### src/rtl/ctle_sched_pkg.sv
// ctle_sched_pkg: shared types and constants for the CTLE lane scheduler.
package ctle_sched_pkg;

    localparam int NUM_LANES = 4;

    typedef enum logic [1:0] {
        FILL  = 2'd0,
        FIRE  = 2'd1,
        WAIT  = 2'd2,
        DRAIN = 2'd3
    } state_t;

    typedef logic [1:0] lane_idx_t;
    typedef logic [2:0] cnt_t;
    typedef logic [3:0] lat_cnt_t;

    localparam cnt_t FULL_CNT = cnt_t'(NUM_LANES);

endpackage

### src/rtl/ctle_sched_serializer.sv
// ctle_sched_serializer: captures the four model outputs and streams the
// first nlanes of them out with valid/ready handshaking.
module ctle_sched_serializer
    import ctle_sched_pkg::*;
#(
    parameter int OUT_W = 18
) (
    input  logic                              clk,
    input  logic                              rst,
    input  logic                              i_capture,
    input  cnt_t                              i_nlanes,
    input  logic [NUM_LANES-1:0][OUT_W-1:0]   i_model_out,
    input  logic                              i_out_ready,
    output logic                              o_out_valid,
    output logic [OUT_W-1:0]                  o_out_data,
    output logic                              o_out_last,
    output logic                              o_done
);

    logic [NUM_LANES-1:0][OUT_W-1:0] r_obuf;
    lane_idx_t                       r_idx;
    logic                            r_valid;
    logic                            r_last;
    logic [OUT_W-1:0]                r_data;
    lane_idx_t                       w_idx_inc;
    logic                            w_xfer;

    assign w_idx_inc = r_idx + 2'd1;
    assign w_xfer    = r_valid && i_out_ready;
    assign o_done    = w_xfer && r_last;

    // Capture the frame, then advance one lane per accepted transfer; data
    // only moves on a handshake so it holds steady under backpressure.
    always_ff @(posedge clk) begin
        if (rst) begin
            r_obuf  <= '0;
            r_idx   <= '0;
            r_valid <= 1'b0;
            r_last  <= 1'b0;
            r_data  <= '0;
        end else if (i_capture) begin
            r_obuf  <= i_model_out;
            r_idx   <= '0;
            r_valid <= 1'b1;
            r_data  <= i_model_out[0];
            r_last  <= (i_nlanes == 3'd1);
        end else if (w_xfer) begin
            if (r_last) begin
                r_valid <= 1'b0;
                r_last  <= 1'b0;
            end else begin
                r_idx  <= w_idx_inc;
                r_data <= r_obuf[w_idx_inc];
                r_last <= (({1'b0, w_idx_inc} + 3'd1) == i_nlanes);
            end
        end
    end

    assign o_out_valid = r_valid;
    assign o_out_data  = r_data;
    assign o_out_last  = r_last;

endmodule

### src/rtl/ctle_lane_scheduler.sv
// ctle_lane_scheduler: packs a serial sample stream into 4-lane frames,
// fires the CTLE model for one cycle with the accumulated dt, and
// serializes the model outputs back into a stream.
// Optional macro CTLE_SCHED_DT_SAT_EN: saturating dt accumulator plus a
// sticky dt_sat flag; without it the accumulator wraps.
//
//   state | meaning
//   FILL  | accepting samples into the lane buffer
//   FIRE  | one cycle with model_dt = accumulated dt
//   WAIT  | counting down model latency
//   DRAIN | streaming captured model outputs
module ctle_lane_scheduler
    import ctle_sched_pkg::*;
#(
    parameter int IN_W      = 18,
    parameter int OUT_W     = 18,
    parameter int DT_W      = 18,
    parameter int MODEL_LAT = 1
) (
    input  logic               clk,
    input  logic               rst,
    input  logic               in_valid,
    output logic               in_ready,
    input  logic [IN_W-1:0]    in_data,
    input  logic [DT_W-1:0]    in_dt,
    input  logic               flush,
    output logic [DT_W-1:0]    model_dt,
    output logic [IN_W-1:0]    model_in_0,
    output logic [IN_W-1:0]    model_in_1,
    output logic [IN_W-1:0]    model_in_2,
    output logic [IN_W-1:0]    model_in_3,
    input  logic [OUT_W-1:0]   model_out_0,
    input  logic [OUT_W-1:0]   model_out_1,
    input  logic [OUT_W-1:0]   model_out_2,
    input  logic [OUT_W-1:0]   model_out_3,
    output logic               out_valid,
    input  logic               out_ready,
    output logic [OUT_W-1:0]   out_data,
    output logic               out_last,
    output logic               busy
`ifdef CTLE_SCHED_DT_SAT_EN
    ,
    output logic               dt_sat
`endif
);

    state_t                          r_state, w_state_nxt;
    cnt_t                            r_cnt, w_cnt_nxt, w_cnt_acc;
    cnt_t                            r_nlanes, w_nlanes_nxt;
    logic [DT_W-1:0]                 r_dt_acc, w_dt_nxt, w_dt_inc, w_dt_added, w_dt_post;
    logic [NUM_LANES-1:0][IN_W-1:0]  r_lane, w_lane_acc, w_lane_nxt, r_model_in;
    logic [IN_W-1:0]                 w_pad;
    lat_cnt_t                        r_lat, w_lat_nxt;
    logic [DT_W-1:0]                 r_model_dt;
    logic                            r_busy;
    logic                            w_accept, w_capture, w_done;
    logic [NUM_LANES-1:0][OUT_W-1:0] w_model_out;

    assign in_ready  = (r_state == FILL) && !rst;
    assign w_accept  = in_valid && in_ready;
    assign w_dt_inc  = in_dt[DT_W-1] ? '0 : in_dt;
    assign w_cnt_acc = r_cnt + cnt_t'(w_accept);

`ifdef CTLE_SCHED_DT_SAT_EN
    localparam logic [DT_W:0] DT_MAX = (DT_W+1)'((1 << (DT_W-1)) - 1);
    logic [DT_W:0] w_dt_sum;
    logic          w_dt_over;
    logic          r_dt_sat;

    assign w_dt_sum   = {1'b0, r_dt_acc} + {1'b0, w_dt_inc};
    assign w_dt_over  = (w_dt_sum > DT_MAX);
    assign w_dt_added = w_dt_over ? DT_MAX[DT_W-1:0] : w_dt_sum[DT_W-1:0];

    // Sticky flag: any accepted sample that pushed dt past the signed max.
    always_ff @(posedge clk) begin
        if (rst) r_dt_sat <= 1'b0;
        else if (w_accept && w_dt_over) r_dt_sat <= 1'b1;
    end

    assign dt_sat = r_dt_sat;
`else
    assign w_dt_added = r_dt_acc + w_dt_inc;
`endif

    assign w_dt_post = w_accept ? w_dt_added : r_dt_acc;

    // Lane buffer with the incoming sample written at the current count.
    always_comb begin
        w_lane_acc = r_lane;
        if (w_accept) w_lane_acc[r_cnt[1:0]] = in_data;
    end

    // Next-state: accept first, then full-frame or flush decides FIRE.
    always_comb begin
        w_state_nxt  = r_state;
        w_cnt_nxt    = r_cnt;
        w_nlanes_nxt = r_nlanes;
        w_dt_nxt     = r_dt_acc;
        w_lane_nxt   = r_lane;
        w_lat_nxt    = r_lat;
        w_capture    = 1'b0;
        w_pad        = w_lane_acc[w_cnt_acc[1:0] - 2'd1];
        case (r_state)
            FILL: begin
                w_cnt_nxt  = w_cnt_acc;
                w_dt_nxt   = w_dt_post;
                w_lane_nxt = w_lane_acc;
                if (w_cnt_acc == FULL_CNT) begin
                    w_state_nxt  = FIRE;
                    w_nlanes_nxt = FULL_CNT;
                end else if (flush && (w_cnt_acc != '0)) begin
                    w_state_nxt  = FIRE;
                    w_nlanes_nxt = w_cnt_acc;
                    for (int k = 0; k < NUM_LANES; k++) begin
                        if (cnt_t'(k) >= w_cnt_acc) w_lane_nxt[k] = w_pad;
                    end
                end
            end
            FIRE: begin
                w_state_nxt = WAIT;
                w_cnt_nxt   = '0;
                w_dt_nxt    = '0;
                w_lat_nxt   = lat_cnt_t'(MODEL_LAT);
            end
            WAIT: begin
                if (r_lat <= lat_cnt_t'(1)) begin
                    w_capture   = 1'b1;
                    w_state_nxt = DRAIN;
                end else begin
                    w_lat_nxt = r_lat - lat_cnt_t'(1);
                end
            end
            DRAIN: begin
                if (w_done) w_state_nxt = FILL;
            end
            default: w_state_nxt = FILL;
        endcase
    end

    // State and datapath registers; model_dt/model_in load on entry to FIRE.
    always_ff @(posedge clk) begin
        if (rst) begin
            r_state    <= FILL;
            r_cnt      <= '0;
            r_nlanes   <= '0;
            r_dt_acc   <= '0;
            r_lane     <= '0;
            r_lat      <= '0;
            r_model_dt <= '0;
            r_model_in <= '0;
            r_busy     <= 1'b0;
        end else begin
            r_state    <= w_state_nxt;
            r_cnt      <= w_cnt_nxt;
            r_nlanes   <= w_nlanes_nxt;
            r_dt_acc   <= w_dt_nxt;
            r_lane     <= w_lane_nxt;
            r_lat      <= w_lat_nxt;
            r_model_dt <= (w_state_nxt == FIRE) ? w_dt_nxt : '0;
            if (w_state_nxt == FIRE) r_model_in <= w_lane_nxt;
            r_busy     <= (w_state_nxt != FILL) || (w_cnt_nxt != '0);
        end
    end

    assign w_model_out = {model_out_3, model_out_2, model_out_1, model_out_0};

    ctle_sched_serializer #(
        .OUT_W (OUT_W)
    ) u_ser (
        .clk         (clk),
        .rst         (rst),
        .i_capture   (w_capture),
        .i_nlanes    (r_nlanes),
        .i_model_out (w_model_out),
        .i_out_ready (out_ready),
        .o_out_valid (out_valid),
        .o_out_data  (out_data),
        .o_out_last  (out_last),
        .o_done      (w_done)
    );

    assign model_dt   = r_model_dt;
    assign model_in_0 = r_model_in[0];
    assign model_in_1 = r_model_in[1];
    assign model_in_2 = r_model_in[2];
    assign model_in_3 = r_model_in[3];
    assign busy       = r_busy;

endmodule

### config.mk
export PLATFORM = sky130hd
export DESIGN_NAME = ctle_lane_scheduler
export DESIGN_NICKNAME = d
export VERILOG_FILES = /design/src/rtl/ctle_sched_pkg.sv /design/src/rtl/ctle_sched_serializer.sv /design/src/rtl/ctle_lane_scheduler.sv
export SDC_FILE = /design/constraint.sdc
export NUM_CORES = 1
export LEC_CHECK = 0
export BUFFER_PORTS_ARGS = -buffer_cell sky130_fd_sc_hd__buf_2
export CAP_MARGIN = 20
export CELL_PAD_IN_SITES_DETAIL_PLACEMENT = 0
export CELL_PAD_IN_SITES_GLOBAL_PLACEMENT = 1
export CORE_ASPECT_RATIO = 0.75
export CORE_MARGIN = 2
export CORE_UTILIZATION = 44
export DETAILED_ROUTE_END_ITERATION = 8
export PLACE_DENSITY = 0.91
export SYNTH_ARGS = -nofsm -noshare
export SYNTH_HDL_FRONTEND = slang
export SYNTH_HIERARCHICAL = 1
export SYNTH_SLANG_ARGS = --single-unit
### constraint.sdc
create_clock -name clk -period 6.2 [get_ports clk]
set_clock_uncertainty 0.2 [all_clocks]
set_input_delay 1.24 -clock clk [delete_from_list [all_inputs] [get_ports clk]]
set_output_delay 1.24 -clock clk [all_outputs]
set_load 0.05 [all_outputs]
==> qor.txt <==
Status: completed
CP required: 6.46 ns
First-pass GRT wire length: 69.1 mm
Seq/Total Area, Yosys: 0.401
Die H: 160 um
Sink Count: 287
CTS resizes: 0
Net Count, Synth: 1665
# Max-Cap Violations: 0
Setup CP Type: in2reg
Crit start category: input port
Number of synthesized flops with an enable pin: 0
Wire per inst: 20.6 um
Effective utilization at floorplan: 0.445
Max stage delay on crit path: 0.59 ns
Synth warn: 6
Vias in the first global route: 12600
Most used DFF post-synth: dfxtp_1
Max Slew Vio Count: 0
Placed cell area: 15700 sq um
Worst setup path startpoint: in_valid
Crit path DAT: 5.22 ns
Fin. Hold Viols: 0
RePlAce Congestion: 0.862
Final instance area: 16800 sq um
Global route total overflow: 0
Final Cycle Share: 0.801
Setup bufs post-CTS: 0
Vias/cell: 6.03
Post-synth top cells: dfxtp_1 (287), mux2i_1 (165), nand2_1 (151)
Starting DRT DRC Count: 1457
Nets: 1837
Slew @ Worst Pin: 1.14 ns
Met3 Use GR: 0.0551
Core Area: 32200 sq um
Antenna violations before repair: 3
Worst skew pair latency: 0.57 ns
Hold Startpoint: model_in_1[5]
Worst setup EP type: flip-flop
Hold Slack: 0.243 ns
CTS Root Cell: clkbuf_16
Critical path's slowest cell: nand2b_1
Mapped Area: 14300 sq um
Max_slew headroom: 0.238
Met2 Use GR: 0.388
Crit path max fanout: 52
Tot GR Track Use: 0.255
Routed wire length: 44.5 mm
Setup TNS: 0 ns
# rows: 57
I/O pin cnt: 225
Setup WS post-layout: 1.23 ns
Met1 GRT Util: 0.357
Top cells by area in the synthesized netlist: dfxtp_1 (40%), mux2i_1 (12%), o221ai_1 (6.2%), mux4_2 (5.5%), a21oi_1 (4.6%)
Clock transition at path regs: 0.06 ns
# H-tree levels: 1
Most common cell in the synthesized netlist: dfxtp_1
RSZ-0062 raised after global routing: false
Area Overhead vs Synth: 16.9%
Post-synth top area share: 0.401
Layout cells sized above 1: 0.225
Final Core Density: 0.520
Largest net degree at the start of global routing: 115
Clock Path Buffers: 3
Die ar.: 34100 sq um
Die width: 212 um
Routed Antenna Nets: 0
CTS buffer count: 30
DP Wirelength: 28.2 mm
Setup violations, final: 0
Leading area contributor after synthesis: dfxtp_1
Drt drc: 0
Tightest Hold Check Type: reg2reg
Syn Area/Cell: 9.39 sq um
First-pass detailed-route iteration total: 5
Port Buffers: 224
Unique masters post-synth: 70
Static leakage: 6.84 nW
Busiest layer in global routing: met2
Cell count after synthesis: 1527
Crit path cell chain: buf_2 > nand2_1 > buf_4 > clkinv_1 > ha_1 > ha_1 > inv_1 > ha_1 > nor2_1 > a21oi_1 > nand2_1 > nor2_2 > buf_4 > nand2b_1 > buf_4 > o221ai_1
Minimum clock period: 4.97 ns
Worst IR drop on VDD: 266 uV
Power Dens Cells: 471 nW/um^2
Yosys reg bits: 287
CTS tree: yes
Async SR Flop Fraction: 0
Via Count: 13000
Critical R2R Launch: r_state[1]
Fmax: 201 MHz
Dpl ws: 0.777 ns
Cts hold-fix bufs: 0
## flip-flops by register name (all words and copies together), names as in the netlist, 2 cells and up
register          cells
u_ser/r_obuf         72
u_ser/o_out_data     18
r_nlanes              3
model_in_3           18
r_lat                 4
u_ser/r_idx           2
r_lane               72
model_dt             18
r_cnt                 3
r_dt_acc             18
r_state               2
model_in_2           18
model_in_1           18
model_in_0           18
## layout by cell type (no fill, tap or decap), types with 8 or more instances in the layout
| cell type | instances |
|---|---|
| nand3_1 | 14 |
| nor2_1 | 122 |
| o21ai_1 | 9 |
| buf_4 | 32 |
| a21oi_1 | 133 |
| a31oi_1 | 9 |
| ha_1 | 24 |
| a211oi_1 | 22 |
| buf_2 | 223 |
| o21ai_0 | 67 |
| and2_1 | 21 |
| clkbuf_16 | 31 |
| nor2b_1 | 20 |
| mux4_2 | 35 |
| dfxtp_1 | 287 |
| nor3_1 | 10 |
| or3_1 | 19 |
| mux2i_1 | 165 |
| inv_1 | 29 |
| xnor2_1 | 8 |
| o221ai_1 | 102 |
| a22oi_1 | 35 |
| nand2_1 | 151 |
| a221oi_2 | 17 |
## cells by family (layout without fill, tap and decap cells)
| family | count (synthesis) | in the layout | share of synthesized area |
|---|---|---|---|
| compound gates | 446 | 446 | 0.217 |
| simple gates | 406 | 406 | 0.131 |
| flops | 287 | 287 | 0.401 |
| mux | 202 | 202 | 0.173 |
| buf+inv | 148 | 339 | 0.0480 |
| fa+ha+maj | 25 | 25 | 0.0223 |
| xor+xnor | 13 | 13 | 0.00794 |
| other cells | 0 | 2 | 0 |
## final cells by class
cell class	instances	area [sq um]
antenna	2	5.00
clock buffer	41	883
clock inverter	10	125
fill	3028	15500
inverter	31	116
multi-input combinational	1092	7920
sequential	287	5750
tap	442	553
timing repair buffer	257	1400
## critical path, delay by kind of cell
kind / cells / cell delay, ns
adders and majority gates: 3 / 0.79
AOI/OAI and AO/OA: 2 / 0.35
buffers and inverters: 6 / 1.66
and+or+nand+nor: 5 / 1.16
## per-layer routing
metal,vias up,routed length (um)
li1,6037,-
met1,6227,19100
met2,654,19500
met3,118,4400
met4,2,1460
met5,-,13
## final timing paths
check             depth (start not counted)  slack (ns)       endpoint
setup reg to reg                         16        1.67     r_lane[51]
hold / removal                            2        0.24  model_in_1[5]
setup / recovery                         16        1.23     r_lane[51]
hold reg to reg                           2        0.24  model_in_1[5]
## report_power, final
group / total (mW) / internal (mW) / switching, mW
Sequential: 2.55 / 2.26 / 0.297
Clock: 1.86 / 1.11 / 0.749
Combinational: 3.48 / 1.11 / 2.38
## metrics by stage
stage / cells / power [mW]
2_1_floorplan: 1527 / 5.07
3_3_place_gp: 2108 / 5.89
3_5_place_dp: 2108 / 5.97
4_1_cts: 2159 / 7.85
5_1_grt: 2162 / 8.28
6_report: 2162 / 7.89
No activity file was read; power rests on OpenSTA's default activity.
